==> src/rtl/irq_ctrl.sv <==
// irq_ctrl: multi-source interrupt controller feeding the CP0 external
// interrupt input. Sources are synchronised, qualified per channel as level
// or edge, masked, and arbitrated by fixed priority (lowest index wins).
// An ack/EOI handshake tracks the in-service channel. Software configures
// the block through a small word-addressed register port.
//
// state   | meaning
// --------+--------------------------------------------------------------
// IDLE    | no request presented; waits for a qualified enabled request
// REQ     | ir_out high; waits for ack, or drops back if request vanishes
// SERVICE | channel in service; new requests stay pending until eoi
module irq_ctrl #(
    parameter int N_CH        = 8,
    parameter int SYNC_STAGES = 2,
    parameter int ID_W        = 5
) (
    input  logic            clk,
    input  logic            rst,
    input  logic [N_CH-1:0] irq_in,
    output logic            ir_out,
    input  logic            ack,
    input  logic            eoi,
    output logic [ID_W-1:0] irq_id,
    output logic            irq_id_valid,
    input  logic            cfg_wen,
    input  logic [1:0]      cfg_addr,
    input  logic [31:0]     cfg_din,
    output logic [31:0]     cfg_dout
);
    typedef enum logic [1:0] {
        ST_IDLE    = 2'd0,
        ST_REQ     = 2'd1,
        ST_SERVICE = 2'd2
    } state_t;

    state_t          state_q, state_d;
    logic [N_CH-1:0] sync_q [SYNC_STAGES];
    logic [N_CH-1:0] prev_q;
    logic [N_CH-1:0] mask_q, mask_d;
    logic [N_CH-1:0] mode_q, mode_d;
    logic [N_CH-1:0] pending_q, pending_d;
    logic [ID_W-1:0] irq_id_q, irq_id_d;
    logic            valid_q, valid_d;
    logic            any_q;

    logic [N_CH-1:0] sync_s;
    logic [N_CH-1:0] req_raw;
    logic [N_CH-1:0] req_en;
    logic [N_CH-1:0] win_oh;
    logic [N_CH-1:0] clr_w;
    logic [ID_W-1:0] win_id;
    logic            ack_take;
    logic            wr_mask, wr_mode, wr_pend;
    logic            unused_din;

    assign sync_s  = sync_q[SYNC_STAGES-1];
    assign req_raw = (mode_q & pending_q) | (~mode_q & sync_s);
    assign req_en  = req_raw & mask_q;

    assign wr_mask = cfg_wen && (cfg_addr == 2'd0);
    assign wr_mode = cfg_wen && (cfg_addr == 2'd1);
    assign wr_pend = cfg_wen && (cfg_addr == 2'd2);

    // Bits above N_CH of the write data have no backing register.
    assign unused_din = ^cfg_din;

    // Input synchroniser chain plus one cycle of edge history.
    always_ff @(posedge clk or negedge rst) begin
        if (!rst) begin
            for (int k = 0; k < SYNC_STAGES; k++) sync_q[k] <= '0;
            prev_q <= '0;
        end else begin
            sync_q[0] <= irq_in;
            for (int k = 1; k < SYNC_STAGES; k++) sync_q[k] <= sync_q[k-1];
            prev_q <= sync_s;
        end
    end

    // Fixed-priority pick: scan downwards so the lowest set index is kept.
    always_comb begin
        win_id = '0;
        win_oh = '0;
        for (int i = N_CH - 1; i >= 0; i--) begin
            if (req_en[i]) begin
                win_id    = ID_W'(i);
                win_oh    = '0;
                win_oh[i] = 1'b1;
            end
        end
    end

    // Next-state logic; the one-cycle any_q stage qualifies a request before IDLE leaves.
    always_comb begin
        state_d  = state_q;
        irq_id_d = irq_id_q;
        valid_d  = valid_q;
        ack_take = 1'b0;
        case (state_q)
            ST_IDLE: begin
                if (any_q) state_d = ST_REQ;
            end
            ST_REQ: begin
                if (|req_en) begin
                    if (ack) begin
                        state_d  = ST_SERVICE;
                        irq_id_d = win_id;
                        valid_d  = 1'b1;
                        ack_take = 1'b1;
                    end
                end else begin
                    state_d = ST_IDLE;
                end
            end
            ST_SERVICE: begin
                if (eoi) begin
                    state_d = ST_IDLE;
                    valid_d = 1'b0;
                end
            end
            default: state_d = ST_IDLE;
        endcase
    end

    // Config and pending next values; a fresh edge beats both clears, level bits hold nothing.
    always_comb begin
        mask_d = wr_mask ? cfg_din[N_CH-1:0] : mask_q;
        mode_d = wr_mode ? cfg_din[N_CH-1:0] : mode_q;
        clr_w  = '0;
        if (wr_pend)  clr_w = clr_w | cfg_din[N_CH-1:0];
        if (ack_take) clr_w = clr_w | win_oh;
        pending_d = ((pending_q & ~clr_w) | (sync_s & ~prev_q)) & mode_q;
    end

    // Control state, configuration and in-service tracking registers.
    always_ff @(posedge clk or negedge rst) begin
        if (!rst) begin
            state_q   <= ST_IDLE;
            mask_q    <= '0;
            mode_q    <= '0;
            pending_q <= '0;
            irq_id_q  <= '0;
            valid_q   <= 1'b0;
            any_q     <= 1'b0;
        end else begin
            state_q   <= state_d;
            mask_q    <= mask_d;
            mode_q    <= mode_d;
            pending_q <= pending_d;
            irq_id_q  <= irq_id_d;
            valid_q   <= valid_d;
            any_q     <= |req_en;
        end
    end

    // Register read mux; PENDING shows the live raw request vector.
    always_comb begin
        cfg_dout = '0;
        case (cfg_addr)
            2'd0:    cfg_dout = 32'(mask_q);
            2'd1:    cfg_dout = 32'(mode_q);
            2'd2:    cfg_dout = 32'(req_raw);
            default: cfg_dout = {22'd0, valid_q, state_q, 7'(irq_id_q)};
        endcase
    end

    assign ir_out       = (state_q == ST_REQ);
    assign irq_id       = irq_id_q;
    assign irq_id_valid = valid_q;
endmodule

==> config.mk <==
export PLATFORM = sky130hd
export DESIGN_NAME = irq_ctrl
export DESIGN_NICKNAME = d
export VERILOG_FILES = /design/src/rtl/irq_ctrl.sv
export SDC_FILE = /design/constraint.sdc
export NUM_CORES = 1
export LEC_CHECK = 0
export ABC_AREA = 1
export ABC_CLOCK_PERIOD_IN_PS = 1330
export CORE_MARGIN = 3
export CORE_UTILIZATION = 42
export DETAILED_ROUTE_END_ITERATION = 8
export PLACE_DENSITY = 0.73
export SYNTH_ARGS = -nofsm -noshare
export SYNTH_HDL_FRONTEND = slang
export SYNTH_SLANG_ARGS = --single-unit
export TNS_END_PERCENT = 30
==> constraint.sdc <==
create_clock -name clk -period 1.33 [get_ports clk]
set_input_delay 0.133 -clock clk [delete_from_list [all_inputs] [get_ports clk]]
set_output_delay 0.133 -clock clk [all_outputs]
set_load 0.02 [all_outputs]
-- Word-level counts from Yosys, hierarchy flattened
Cells that the tools add are included.
- equality and inequality tests: 9
- mux-type cells: 31
- bitwise gates (word level): 12
- reduce and logical (&&, ||, !) cells: 10
- operators with widths (kind ; number):
    2-to-1 mux 8 bit ; 10
    AND 8 bit ; 6
    2-to-1 mux 5 bit ; 7
    one-hot mux 10 bit (3 select lines) ; 1
    inverter 8 bit ; 3
    OR 8 bit ; 3
    2-to-1 mux 2 bit ; 4
    OR reduction 8 bit ; 1
    2-to-1 mux 1 bit ; 6
    one-hot mux 2 bit (3 select lines) ; 1
    AND reduction 3 bit ; 2
    == test 2 x 1 -> 1 bit, second input constant ; 2
    == test 2 bit, second input constant ; 2
    zero test 2 bit ; 2
    != test 2 x 1 -> 1 bit, second input constant ; 2
    != test 2 bit, second input constant ; 2
    AND reduction 4 bit ; 1
    logical AND 1 bit ; 3
    2-to-1 mux 3 bit ; 1
    != test 3 bit, second input constant ; 1
    one-hot mux 1 bit (2 select lines) ; 1
    nonzero test 2 bit ; 1
- bits in registers: 57
- output and inout bits: 39
- logic and storage cells: 72

-- Logic depth before layout (Yosys ltp)
- word-level depth: 18
- depth in mapped cells: 10
- depth with buffers taken out: 10

-- Worst setup path after synthesis
No wires, ideal clock.
- path kind: reg-to-reg
- from: reg mode_q[2]
- to: reg pending_q[2]
- library setup time: 73 ps
- arrival time: 1271 ps
- data required time: 1257 ps
- path slack: -14 ps
- stages on the path, launching flop included: 11
- path buffers: 1
- path through: dfrtp_1 > inv_2 > nand2_1 > nand3_2 > nand2_2 > nor2_4 > nand2_4 > nand2_4 > buf_8 > o21bai_2 > a21oi_2
- word-level cells in the longest chain between the ends: 13
- elaborated cells between the ends (all ways): 17
- RTL lines (element ; line ; text):
    from (decl) ; 40 ; logic [N_CH-1:0] mode_q, mode_d;
    from (signal assigned) ; 147 ; mode_q <= mode_d;
    inverter 8 bit ; 57 ; assign req_raw = (mode_q & pending_q) | (~mode_q & sync_s);
    AND 8 bit ; 57 ;
    OR 8 bit ; 57 ;
    AND 8 bit ; 58 ; assign req_en = req_raw & mask_q;
    2-to-1 mux 8 bit (3 in a row) ; 84 ; if (req_en[i]) begin
    OR 8 bit ; 130 ; if (ack_take) clr_w = clr_w | win_oh;
    2-to-1 mux 8 bit ; 130 ;
    inverter 8 bit ; 131 ; pending_d = ((pending_q & ~clr_w) | (sync_s & ~prev_q)) & mode_q;
    AND 8 bit ; 131 ;
    OR 8 bit ; 131 ;
    AND 8 bit (*) ; 131 ;
    net pending_d[2] ; 41 ; logic [N_CH-1:0] pending_q, pending_d;
    to (signal assigned) ; 148 ; pending_q <= pending_d;
    to (decl) ; 41 ;
The timed path passes the listed nets; every way through them passes the cells marked *.
A chain may end at the register's enable or synchronous reset.

-- Worst setup path after layout
- from: reg pending_q[7]
- to: reg state_q[1]
- word-level cells in the longest chain between the ends: 6
- elaborated cells between the ends (all ways): 8
- RTL lines (element ; line ; text):
    AND 8 bit (*) ; 57 ;
    OR 8 bit (*) ; 57 ;
    AND 8 bit (*) ; 58 ;
    OR reduction 8 bit (*) ; 103 ; if (|req_en) begin
    != test 3 bit (no source line) / 2-to-1 mux 2 bit (equally long branches) ; n/a ;
    AND reduction 3 bit (no source line) / one-hot mux 2 bit (3 select lines) (equally long branches) ; n/a ;
    to (signal assigned) ; 145 ; state_q <= state_d;
    to (decl) ; 36 ; state_t state_q, state_d;
Every way passes the cells marked *; elsewhere a longest branch is shown, timed or not.

==> results by group <==
Final layout
  – Finished Core Util: 0.5860
  – Ant diodes: 0
  – Most frequent cells in the layout: nand2_1 (70), dfrtp_1 (55), buf_4 (44)
  – Leading cell type in the layout, fill and taps excluded: nand2_1
  – Finished Layout Cells: 465
  – Ratio of cells with drive above 1 in the final layout: 0.3000
  – Fin nets: 436
  – Area Growth Syn to Fin: 32.30%

Yosys
  – Sequential area share after synthesis: 0.5157
  – FF+latch count, synth: 55
  – Largest cells by area after synthesis: dfrtp_1 (52%), nand2_1 (10%), buf_4 (6.8%)
  – Syn_area_per_cell: 8.779 um2
  – Synth Cell Area: 0.002669 mm2
  – Unique cell type count in the Yosys netlist: 27
  – Synthesized netlist cell count: 304
  – YS warnings: 0
  – Yosys top cell area share: 0.5157
  – Area leader, netlist: dfrtp_1

Floorplanning
  – Die ar.: 0.007347 mm2
  – Placeable core area: 0.006026 mm2
  – Rows: 28
  – Die X: 85.72 um
  – Starting density of the core: 0.4429
  – I/O pins: 86
  – Die height: 85.72 um

Power and ir drop
  – Total Power: 0.004667 W
  – P_leak: 1.738 nW
  – Logic pwr share: 0.368
  – PD cells: 1322 mW/mm2
  – Share of power burned in registers: 0.440
  – Peak supply drop: 0.8025 mV
  – Clock power share: 0.192
  – Internal: 0.003016 W
  – Switch Pwr: 0.001651 W
  – Sw frac: 0.3538

Setup path
  – Crit start category: register
  – Critical Path AT: 1680 ps
  – CP Data Required Time: 1520 ps
  – Critical path class: reg2reg
  – Max FO, Critical Path: 13
  – Crit end category: register

Clocking
  – Clock Latency Late Sink: 310 ps
  – CTS root buffer: clkbuf_8
  – CTS tree: yes
  – Clk sinks: 55
  – Worst-path clk slew: 100 ps
  – Total CTS buffers: 5
  – H-tree depth: 2
  – Worst-case clock buffer depth: 2

Global routing
  – All-Layer GR Usage: 0.1726
  – Largest net degree at the start of global routing: 56
  – Number of global-route vias before repair: 2,170
  – Grt ovf: 0
  – Initial antenna violation count: 0
  – First-pass GRT wire length: 9.977 mm

Routing
  – Post-Route WL: 6.043 mm
  – Routed vias/inst: 4.703
  – Starting DRT DRC Count: 157
  – Detail Route Antenna Nets: 0
  – Drt first pass iters: 4
  – Vias after detailed routing: 2,187
  – Residual DRC count: 0
  – Average routed wire per standard cell: 13.00 um

STA
  – Final Critical Period: 1483 ps
  – Final setup margin: -153.1 ps
  – Final Hold Fails: 0
  – Max Clock Freq: 0.6743 GHz
  – Fin crit share: 1.115
  – Final slew viol count: 0
  – Skew final: 6.920 ps
  – RSZ-0062 raised after global routing: true
  – Setup violators final: 20

Placed design
  – DP Wirelength: 4.378 mm
  – Gpl congestion: 0.8464
  – Number of cells after detailed placement: 448
  – Port Buffers: 37
  – Pre-CTS WS: -710.3 ps

Worst hold path
  – Hold Path Class: in2reg

Flow run
  – MaxCap Viol Count: 0

Outcome
  – Run status: complete, but fails checks
  – Failing checks: setup timing
cell type report:
class / instances / area (um2)
clock buffer: 6 / 72.57
clock inverter: 2 / 12.51
fill: 531 / 2495
inverter: 48 / 180.2
multi-input combinational: 197 / 1065
sequential: 55 / 1376
tap: 75 / 93.84
timing repair buffer: 82 / 730.7
final timing paths:
path | from | end | slack [ps] | cells after the start
worst max-delay path | pending_q[7] | state_q[1] | -150 | 9
worst min-delay path | irq_in[0] | sync_q[8] | 260 | 1
max in group asynchronous | rst | pending_q[3] | 750 | 3
worst max register to register | pending_q[7] | state_q[1] | -150 | 9
min in group asynchronous | rst | mask_q[1] | 340 | 3
worst min register to register | sync_q[9] | sync_s[1] | 350 | 0
worst max-delay path, cell delays in order (launching register included):
cell and delay, ps:
dfrtp_1 400, inv_1 50, nand2_1 80, nand3_1 160, nand2_1 100, nor2_2 160, nand2_4 90, nand2_8 130
buf_4 130, o21ai_0 70
cell families (layout without fill, tap and decap cells):
kind of cell    after synthesis  in the layout  share of synthesized area
other cells                   1             24                   0.001405
flops                        55             55                     0.5157
buf+inv                      75            138                     0.1435
compound gates               52             52                     0.1285
simple gates                121            121                     0.2110
timing repair:
item,4_1_cts,5_1_grt
gates resized for setup,69,13
hold buffers,1,0
endpoints found under the setup margin,29,26
setup buffers,7,1
endpoints found under the hold margin,55,0
pin swaps,7,2
registers in the layout, summed over array words and instances (netlist names):
signal / count
any_q: 1
irq_id: 3
irq_id_valid: 1
mask_q: 8
mode_q: 8
pending_q: 8
prev_q: 8
state_q: 2
sync_q: 8
sync_s: 8
per-layer routing:
layer / wire length [um] / global-route usage / up-vias
li1: - / - / 1082
met1: 2644 / 0.2177 / 1033
met2: 2909 / 0.2910 / 62
met3: 390 / 0.03650 / 10
met4: 99 / 0.06619 / 0
met5: 0 / 0 / -
cell usage after synthesis (all sizes together):
cell,count
o21bai,8
nand3,20
dfrtp,55
o211ai,4
or2,8
a21oi,12
o21ai,23
clkbuf,2
nor2,12
nand2,79
o22ai,1
o2111ai,3
inv,48
nand4,1
nor3,1
o31ai,1
buf,25
conb,1
metrics by stage:
stage | hold WS, ps | TNS (ps) | area, um2
2_1_floorplan | -162.6 | -70.78 | 2755
3_3_place_gp | 151.2 | -12270 | 3332
6_report | 255.1 | -1762 | 3531
4_1_cts | 245.3 | -1794 | 3512
3_5_place_dp | 151.1 | -12930 | 3332
5_1_grt | 242.7 | -3596 | 3531
power groups by stage:
stage / Sequential, W / Clock [W] / Combinational [W]
after detailed placement: 0.00208 / 0 / 0.00166
after floorplan: 0.00212 / 0 / 0.000899
final: 0.00205 / 0.000894 / 0.00172
after global routing: 0.00208 / 0.000995 / 0.00187
after CTS: 0.00204 / 0.000930 / 0.00172
after global placement: 0.00207 / 0 / 0.00163
Note: power is estimated with default switching activity, not from simulation.
